$ cat config.mk
export PLATFORM = sky130hd
export DESIGN_NAME = hamming_dist_streamer
export DESIGN_NICKNAME = d
export VERILOG_FILES = /design/src/rtl/orb_match_pkg.sv /design/src/rtl/popcount_pipe.sv /design/src/rtl/hamming_dist_streamer.sv
export SDC_FILE = /design/constraint.sdc
export NUM_CORES = 2
export LEC_CHECK = 0
export ABC_AREA = 1
export BUFFER_PORTS_ARGS = -buffer_cell sky130_fd_sc_hd__buf_2
export CAP_MARGIN = 20
export CORE_MARGIN = 8
export CORE_UTILIZATION = 30
export CTS_CLUSTER_SIZE = 40
export DETAILED_ROUTE_END_ITERATION = 8
export PLACE_DENSITY = 0.49
export REMOVE_ABC_BUFFERS = 1
export SETUP_SLACK_MARGIN = 0.1
export SYNTH_ARGS = -nofsm -noshare
export SYNTH_HDL_FRONTEND = slang
export SYNTH_SLANG_ARGS = --single-unit
export TNS_END_PERCENT = 50
$ cat constraint.sdc
create_clock -name i_clk -period 8.85 [get_ports i_clk]
set_input_delay 0.885 -clock i_clk [delete_from_list [all_inputs] [get_ports i_clk]]
set_output_delay 0.885 -clock i_clk [all_outputs]
set_load 0.01 [all_outputs]
$ cat src/rtl/orb_match_pkg.sv
// Shared types and helpers for the ORB descriptor matcher.
package orb_match_pkg;

  localparam int unsigned ORB_DESC_WIDTH = 256;
  localparam int unsigned ORB_DIST_WIDTH = 16;

  typedef logic [ORB_DESC_WIDTH-1:0] desc_t;
  typedef logic [ORB_DIST_WIDTH-1:0] dist_t;

  typedef enum logic [2:0] {
    StIdle,
    StStart,
    StIssue,
    StDrain,
    StEnd
  } streamer_state_e;

  function automatic logic [3:0] popcount8(input logic [7:0] b);
    logic [3:0] n;
    n = '0;
    for (int unsigned i = 0; i < 8; i++) begin
      n = n + {3'b000, b[i]};
    end
    return n;
  endfunction

endpackage

$ cat src/rtl/popcount_pipe.sv
// Two-stage XOR/popcount: stage 1 counts 8-bit chunks, stage 2 sums them; a tag rides alongside.
module popcount_pipe import orb_match_pkg::*; #(
  parameter int unsigned DESC_WIDTH = ORB_DESC_WIDTH,
  parameter int unsigned DIST_WIDTH = ORB_DIST_WIDTH,
  parameter int unsigned TAG_WIDTH  = 16
) (
  input  logic                  i_clk,
  input  logic                  i_rst,
  input  logic                  i_valid,
  input  logic [TAG_WIDTH-1:0]  i_tag,
  input  logic [DESC_WIDTH-1:0] i_a,
  input  logic [DESC_WIDTH-1:0] i_b,
  output logic                  o_mid_valid,
  output logic                  o_valid,
  output logic [TAG_WIDTH-1:0]  o_tag,
  output logic [DIST_WIDTH-1:0] o_dist
);

  localparam int unsigned NChunks = DESC_WIDTH / 8;

  if (DESC_WIDTH % 8 != 0) begin : gen_width_check
    $error("popcount_pipe: DESC_WIDTH must be a multiple of 8");
  end

  logic [DESC_WIDTH-1:0] diff;
  logic [3:0]            chunk_q [NChunks];
  logic                  s1_valid_q;
  logic [TAG_WIDTH-1:0]  s1_tag_q;
  logic [DIST_WIDTH-1:0] sum_d;
  logic                  s2_valid_q;
  logic [TAG_WIDTH-1:0]  s2_tag_q;
  logic [DIST_WIDTH-1:0] s2_dist_q;

  assign diff = i_a ^ i_b;

  always_comb begin
    sum_d = '0;
    for (int unsigned i = 0; i < NChunks; i++) begin
      sum_d = sum_d + DIST_WIDTH'(chunk_q[i]);
    end
  end

  // Stage-2 data is gated by valid so idle outputs stay at zero.
  always_ff @(posedge i_clk) begin
    if (i_rst) begin
      s1_valid_q <= 1'b0;
      s1_tag_q   <= '0;
      for (int unsigned i = 0; i < NChunks; i++) chunk_q[i] <= '0;
      s2_valid_q <= 1'b0;
      s2_tag_q   <= '0;
      s2_dist_q  <= '0;
    end else begin
      s1_valid_q <= i_valid;
      s1_tag_q   <= i_tag;
      for (int unsigned i = 0; i < NChunks; i++) chunk_q[i] <= popcount8(diff[i*8 +: 8]);
      s2_valid_q <= s1_valid_q;
      s2_tag_q   <= s1_valid_q ? s1_tag_q : '0;
      s2_dist_q  <= s1_valid_q ? sum_d : '0;
    end
  end

  assign o_mid_valid = s1_valid_q;
  assign o_valid     = s2_valid_q;
  assign o_tag       = s2_tag_q;
  assign o_dist      = s2_dist_q;

endmodule

$ cat src/rtl/hamming_dist_streamer.sv
// Streams Hamming distances between one query and a RAM range as a start/en/end framed stream.
module hamming_dist_streamer import orb_match_pkg::*; #(
  parameter int unsigned DESC_WIDTH = ORB_DESC_WIDTH,
  parameter int unsigned DIST_WIDTH = ORB_DIST_WIDTH,
  parameter int unsigned ADDR_WIDTH = 10,
  parameter int unsigned RD_LATENCY = 1
) (
  input  logic                  i_clk,
  input  logic                  i_rst,
  input  logic                  i_cmd_valid,
  output logic                  o_cmd_ready,
  input  logic [DESC_WIDTH-1:0] i_query,
  input  logic [ADDR_WIDTH-1:0] i_base_addr,
  input  logic [15:0]           i_count,
  output logic                  o_rd_en,
  output logic [ADDR_WIDTH-1:0] o_rd_addr,
  input  logic [DESC_WIDTH-1:0] i_rd_data,
  output logic                  o_start,
  output logic                  o_en,
  output logic [DIST_WIDTH-1:0] o_data,
  output logic [15:0]           o_location,
  output logic                  o_end,
  output logic                  o_busy
);

  if (DIST_WIDTH < $clog2(DESC_WIDTH + 1)) begin : gen_dist_check
    $error("hamming_dist_streamer: DIST_WIDTH too narrow for DESC_WIDTH");
  end
  if (RD_LATENCY < 1 || RD_LATENCY > 4) begin : gen_lat_check
    $error("hamming_dist_streamer: RD_LATENCY must be 1..4");
  end

  streamer_state_e              state_q;
  logic [DESC_WIDTH-1:0]        query_q;
  logic [ADDR_WIDTH-1:0]        base_q;
  logic [15:0]                  count_q;
  logic                         ready_q, busy_q, start_q, end_q;
  logic                         rd_en_q;
  logic [ADDR_WIDTH-1:0]        rd_addr_q;
  logic [15:0]                  rd_idx_q;
  logic [RD_LATENCY-1:0]        tag_vld_q;
  logic [RD_LATENCY-1:0][15:0]  tag_idx_q;
  logic                         mid_valid;
  logic                         pipe_busy;

  // Tag delay line lines the read index up with the returning RAM data.
  always_ff @(posedge i_clk) begin
    if (i_rst) begin
      tag_vld_q <= '0;
      tag_idx_q <= '0;
    end else begin
      tag_vld_q[0] <= rd_en_q;
      tag_idx_q[0] <= rd_idx_q;
      for (int unsigned i = 1; i < RD_LATENCY; i++) begin
        tag_vld_q[i] <= tag_vld_q[i-1];
        tag_idx_q[i] <= tag_idx_q[i-1];
      end
    end
  end

  popcount_pipe #(
    .DESC_WIDTH (DESC_WIDTH),
    .DIST_WIDTH (DIST_WIDTH),
    .TAG_WIDTH  (16)
  ) u_popcount_pipe (
    .i_clk       (i_clk),
    .i_rst       (i_rst),
    .i_valid     (tag_vld_q[RD_LATENCY-1]),
    .i_tag       (tag_idx_q[RD_LATENCY-1]),
    .i_a         (query_q),
    .i_b         (i_rd_data),
    .o_mid_valid (mid_valid),
    .o_valid     (o_en),
    .o_tag       (o_location),
    .o_dist      (o_data)
  );

  // When nothing is upstream of stage 2, the current o_en (if any) is the last one.
  assign pipe_busy = rd_en_q | (|tag_vld_q) | mid_valid;

  always_ff @(posedge i_clk) begin
    if (i_rst) begin
      state_q   <= StIdle;
      query_q   <= '0;
      base_q    <= '0;
      count_q   <= '0;
      ready_q   <= 1'b1;
      busy_q    <= 1'b0;
      start_q   <= 1'b0;
      end_q     <= 1'b0;
      rd_en_q   <= 1'b0;
      rd_addr_q <= '0;
      rd_idx_q  <= '0;
    end else begin
      start_q <= 1'b0;
      end_q   <= 1'b0;
      unique case (state_q)
        StIdle: begin
          if (i_cmd_valid) begin
            query_q <= i_query;
            base_q  <= i_base_addr;
            count_q <= i_count;
            start_q <= 1'b1;
            ready_q <= 1'b0;
            busy_q  <= 1'b1;
            state_q <= StStart;
          end
        end
        StStart: begin
          // An empty frame closes right after its start pulse.
          if (count_q == 16'd0) begin
            end_q   <= 1'b1;
            state_q <= StEnd;
          end else begin
            rd_en_q   <= 1'b1;
            rd_addr_q <= base_q;
            rd_idx_q  <= '0;
            state_q   <= StIssue;
          end
        end
        StIssue: begin
          if (rd_idx_q == count_q - 16'd1) begin
            rd_en_q <= 1'b0;
            state_q <= StDrain;
          end else begin
            rd_idx_q  <= rd_idx_q + 16'd1;
            rd_addr_q <= rd_addr_q + ADDR_WIDTH'(1);
          end
        end
        StDrain: begin
          if (!pipe_busy) begin
            end_q   <= 1'b1;
            state_q <= StEnd;
          end
        end
        StEnd: begin
          ready_q <= 1'b1;
          busy_q  <= 1'b0;
          state_q <= StIdle;
        end
        default: state_q <= StIdle;
      endcase
    end
  end

  assign o_cmd_ready = ready_q;
  assign o_busy      = busy_q;
  assign o_start     = start_q;
  assign o_end       = end_q;
  assign o_rd_en     = rd_en_q;
  assign o_rd_addr   = rd_addr_q;

endmodule

Yosys cells after proc, flatten, opt, wreduce, memory -nomap -nowiden:

Memory sizes are Yosys's and may differ from the RTL's.
Index checks and enable logic that the tools add are counted.

* memories: 1
* output and inout bits: 48
* bits in registers: 383
* bits in writable memories: 128

* muxes and demuxes: 57
* bitwise operators: 37
* add/subtract/negate cells: 258
* reduce and logical (&&, ||, !) cells: 11
* equality and inequality tests: 10

Memory list
* u_popcount_pipe.chunk_q: depth 32, width 4, rd ports 32, clocked after Yosys merged registers in 0, wr ports 32, RTL line popcount_pipe.sv:26 `logic [3:0] chunk_q [NChunks];`

Operator list (number)
* adder 4 x 1 -> 4 bit: 192
* adder 16 x 4 -> 16 bit: 30
* XOR 256 bit: 1
* 2-to-1 mux 4 bit: 32
* adder 1 x 1 -> 2 bit: 32
* OR 1 bit: 34
* 2-to-1 mux 16 bit: 2
* one-hot mux 16 bit (2 select lines): 1
* 2-to-1 mux 10 bit: 2
* one-hot mux 10 bit (2 select lines): 1
* adder 16 x 1 -> 16 bit (second input constant): 1
* == test 16 bit: 1
* logical NOT 16 bit: 1
* subtractor 16 x 1 -> 16 bit (second input constant): 1
* 2-to-1 mux 3 bit: 4
* one-hot mux 3 bit (4 select lines): 1
* adder 10 x 1 -> 10 bit (second input constant): 1
* 2-to-1 mux 1 bit: 10
* inequality test 2 bit (second input constant): 5
* AND reduction 3 bit: 3
* one-hot mux 1 bit (2 select lines): 4
* == test 3 x 2 -> 1 bit (second input constant): 2
* adder 4 x 4 -> 5 bit: 1
* AND reduction 2 bit: 2
* other kinds (6): 9

Longest topological paths before layout:

An unclocked memory read counts as a cell.

* depth after elaboration: 32
* depth in mapped cells: 27
* depth with buffers taken out: 27

By module:

A second synthesis with hierarchy kept.

* cell total of the unflattened synthesis: 3179
* area, all modules: 27747.9 µm²

By module, submodules not included
* popcount_pipe: times used 1, sequential area each 3443.3 µm², area an instance 14960.6 µm², cells each 1458
* hamming_dist_streamer: times used 1, sequential area each 6666.4 µm², area an instance 12787.3 µm², cells each 1721

Least setup slack after synthesis:

Ideal clock, no wire load.

* path kind: register -> register
* start point: memory u_popcount_pipe.chunk_q[1][0]
* end point: register u_popcount_pipe.s2_dist_q[8], in the netlist u_popcount_pipe.o_dist[8]
* setup slack: 2.287 ns
* period minus slack after synthesis: 6.563 ns
* stages on the path, launching flop included: 27
* arrival time: 6.443 ns
* cells stage by stage: dfxtp_1 -> ha_1 -> fa_1 -> xor2_1 -> fa_1 -> inv_1 -> fa_1 -> inv_1 -> fa_1 -> fa_1 -> fa_1 -> fa_1 -> inv_1 -> fa_1 -> fa_1 -> inv_1 -> ha_1 -> nand3_1 -> nand2_1 -> nand2_1 -> nand2_1 -> a21oi_1 -> nor2_1 -> nor2_1 -> o21bai_1 -> o21ai_0 -> a21oi_1

RTL lines
* start, declared: RTL line popcount_pipe.sv:26
* end signal, assigned: RTL line popcount_pipe.sv:58 `s2_dist_q <= s1_valid_q ? sum_d : '0;`
* end, declared: RTL line popcount_pipe.sv:32 `logic [DIST_WIDTH-1:0] s2_dist_q;`

==> reports/qor.csv <==
stage,metric,value,unit
outcome,status,finished clean,
critical_path,Setup crit start kind,flop,
sta,period utilisation layout,77.2,%
sta,Relative slew margins,30.2,%
global_route,GRT Overall Usage,16.2,%
synth,#FFs+latches synth,505,
critical_path,"Req. time, crit path",9.33,ns
floorplanning,DIE AREA,103000,sq um
global_route,vias in the first global route,22849,
critical_path,worst r2r src,u_popcount_pipe.chunk_q[1][0],
synth,register area share after synthesis,36.3,%
critical_path,CP max-delay cell,fa_1,
clock_network,Setup Buffers After CTS,0,
final_layout,"commonest non-fill, non-tap cells in the layout","726 x nor2_1, 581 x buf_2, 505 x dfxtp_1",
place,Buffers on Ports,582,
detailed_routing,detailed router's first-iteration violation count,1152,
place,RD Place Congestion,0.812,
clock_network,Hold Buf Count CTS,0,
sta,Setup TNS,0,ns
hold_path,Hold Crit Class,flop to flop,
sta,final clock skew,0.0206,ns
detailed_routing,Avg WL per Cell,17.0,um
clock_network,Clock Path Buffers,3,
sta,"Hold Vio Cnt, Final",0,
global_route,antenna violations before repair,18,
clock_network,Clock Latency Late Sink,0.61,ns
global_route,total grt overflow,0,
clock_network,TritonCTS Buffers,66,
floorplanning,Core ar.,91800,sq um
final_layout,nets,4627,
synth,Yosys top cell area share,36.3,%
sta,setup violators final,0,
synth,synth top area cells,"dfxtp_1 36%, fa_1 18%, nor2_1 9.8%, xor2_1 9.3%, ha_1 6.0%",
floorplanning,initial core utilization,30.3,%
clock_network,CTS H-tree depth,3,
final_layout,"most common cell after layout, fill and taps aside",nor2_1,
place,DP Wirelength,65.3,mm
clock_network,CTS Root Cell,clkbuf_16,
synth,Post-Synthesis Cells,3176,
detailed_routing,post-route ant nets,0,
final_layout,share of layout cells above drive strength 1,19.6,%
sta,Fmax,0.146,GHz
final_layout,synthesis-to-layout area growth,22.4,%
critical_path,"Max FO, Critical Path",3,
floorplanning,row cnt,111,
sta,Tmin final,6.83,ns
final_layout,Multi-input gate area,15500,sq um
final_layout,fill count,9600,
floorplanning,die width,321,um
detailed_routing,total number of vias,21367,
critical_path,CP dominant cell by count,fa_1,
critical_path,Worst Setup End Kind,flop,
synth,Yosys top cell by area,dfxtp_1,
synth,count of different cell masters after synthesis,40,
global_route,first-pass GRT wire length,131,mm
clock_network,CTS tree,built,
detailed_routing,vias per cell,4.27,
sta,max-slew violation count,0,
synth,syn_area_per_cell,8.76,sq um
critical_path,worst setup path start,u_popcount_pipe.chunk_q[1][0],
critical_path,CP Class,flop to flop,
detailed_routing,Routed WL,85.3,mm
synth,post-synthesis cell area,27800,sq um
run,number of max-cap violations,0,
hold_path,hold_sp,tag_idx_q[2],
clock_network,Clock Pin Slew Worst Setup and Hold Paths,0.06,ns
sta,RSZ-0062 raised after global routing,no,
floorplanning,chip height,321,um
final_layout,FF/Latch Area,10100,sq um
critical_path,CP bufs+invs,4,
detailed_routing,drt first pass iters,5,
synth,YS warnings,0,
sta,Worst Tran Pin Value,1.05,ns
detailed_routing,residual DRC count,0,
clock_network,CTS Sinks,505,
critical_path,family with the most delay on the worst path,adder cells,
clock_network,PostCTS Resize Cnt,0,
global_route,largest net degree at the start of global routing,184,
critical_path,critical path's largest stage delay,0.60,ns
critical_path,data arrival time of the critical path,7.32,ns
floorplanning,IO Pins,589,
==> final timing paths <==
path	to	slack, ns	cells after the start
worst max-delay path	u_popcount_pipe.o_dist[8]	2.02	26
worst min-delay path	u_popcount_pipe.s1_tag_q[2]	0.40	2
worst max register to register	u_popcount_pipe.o_dist[8]	2.02	26
worst min register to register	u_popcount_pipe.s1_tag_q[2]	0.40	2
==> synthesized netlist by cell type (all sizes together) <==
cell	n
a21oi	96
buf	17
clkbuf	120
clkinv	1
conb	1
dfxtp	505
fa	248
ha	133
inv	440
nand2	126
nand3	62
nand3b	1
nand4	20
nor2	744
nor3	26
nor4	3
o2111ai	1
o21a	2
o21ai	320
o21bai	1
o22ai	1
or2	1
xnor2	13
xor2	294
==> layer usage <==
metal	global-route usage, %	wire (um)	vias to the layer above
met1	20.2	36900	9987
met2	28.5	42500	461
met4	4.55	1860	8
met5	0	56	-
met3	3.14	3960	108
li1	-	-	10803
==> state kept, by name (all words and copies together) (netlist names) <==
register	count
o_rd_en	1
state_q	3
base_q	10
u_popcount_pipe.o_valid	1
rd_idx_q	16
o_rd_addr	10
tag_idx_q	16
o_busy	1
o_start	1
count_q	16
o_end	1
u_popcount_pipe.chunk_q	128
u_popcount_pipe.o_tag	16
u_popcount_pipe.o_dist	10
u_popcount_pipe.o_mid_valid	1
u_popcount_pipe.s1_tag_q	16
o_cmd_ready	1
tag_vld_q	1
query_q	256
==> through the flow <==
stage | cells | utilization (%) | cell area (sq um) | hold WS, ns | setup slack, ns
after floorplan | 3044 | - | 27300 | 0.388 | -11.43
after global placement | 4880 | 34.7 | 31900 | 0.390 | 2.00
after detailed placement | 4880 | 34.7 | 31900 | 0.392 | 1.99
after CTS | 4993 | 37.1 | 34000 | 0.400 | 1.99
after global routing | 5000 | 37.1 | 34000 | 0.414 | 1.58
final | 5003 | 37.1 | 34000 | 0.399 | 2.02
==> layout make-up <==
class | count | area share, %
multi-input cells | 2098 | 45.6
repair buffers | 593 | 8.85
diodes | 10 | 0.0735
clock buffers | 92 | 5.49
well taps | 1243 | 4.57
clock inverters | 21 | 0.845
inverters | 441 | 4.91
flip-flops and latches | 505 | 29.7
==> cells by family after synthesis <==
| family | synth area share (%) |
|---|---|
| AND/OR/NAND/NOR | 14.5 |
| flip-flops | 36.3 |
| buffers and inverters | 8.01 |
| other | 0.0135 |
| adder cells (fa/ha/maj) | 23.8 |
| XOR/XNOR | 9.66 |
| AO/OA/AOI/OAI | 7.70 |
==> worst reg2reg max path, stage by stage (launching register included) <==
cell      delay (ns)
dfxtp_1         0.30
ha_1            0.22
fa_1            0.40
xor2_1          0.20
fa_1            0.49
inv_1           0.05
fa_1            0.52
inv_1           0.05
fa_1            0.51
fa_1            0.52
fa_1            0.52
fa_1            0.54
inv_1           0.05
fa_1            0.50
fa_1            0.60
inv_1           0.06
ha_1            0.28
nand3_1         0.06
nand2_1         0.08
nand2_1         0.07
nand2_1         0.05
a21oi_1         0.19
nor2_1          0.06
nor2_1          0.09
o21bai_1        0.09
o21ai_0         0.15
a21oi_1         0.06
Power is left out: the tool's default activity adds up to more than one toggle a clock period on the data nets, which glitch-free logic cannot reach.
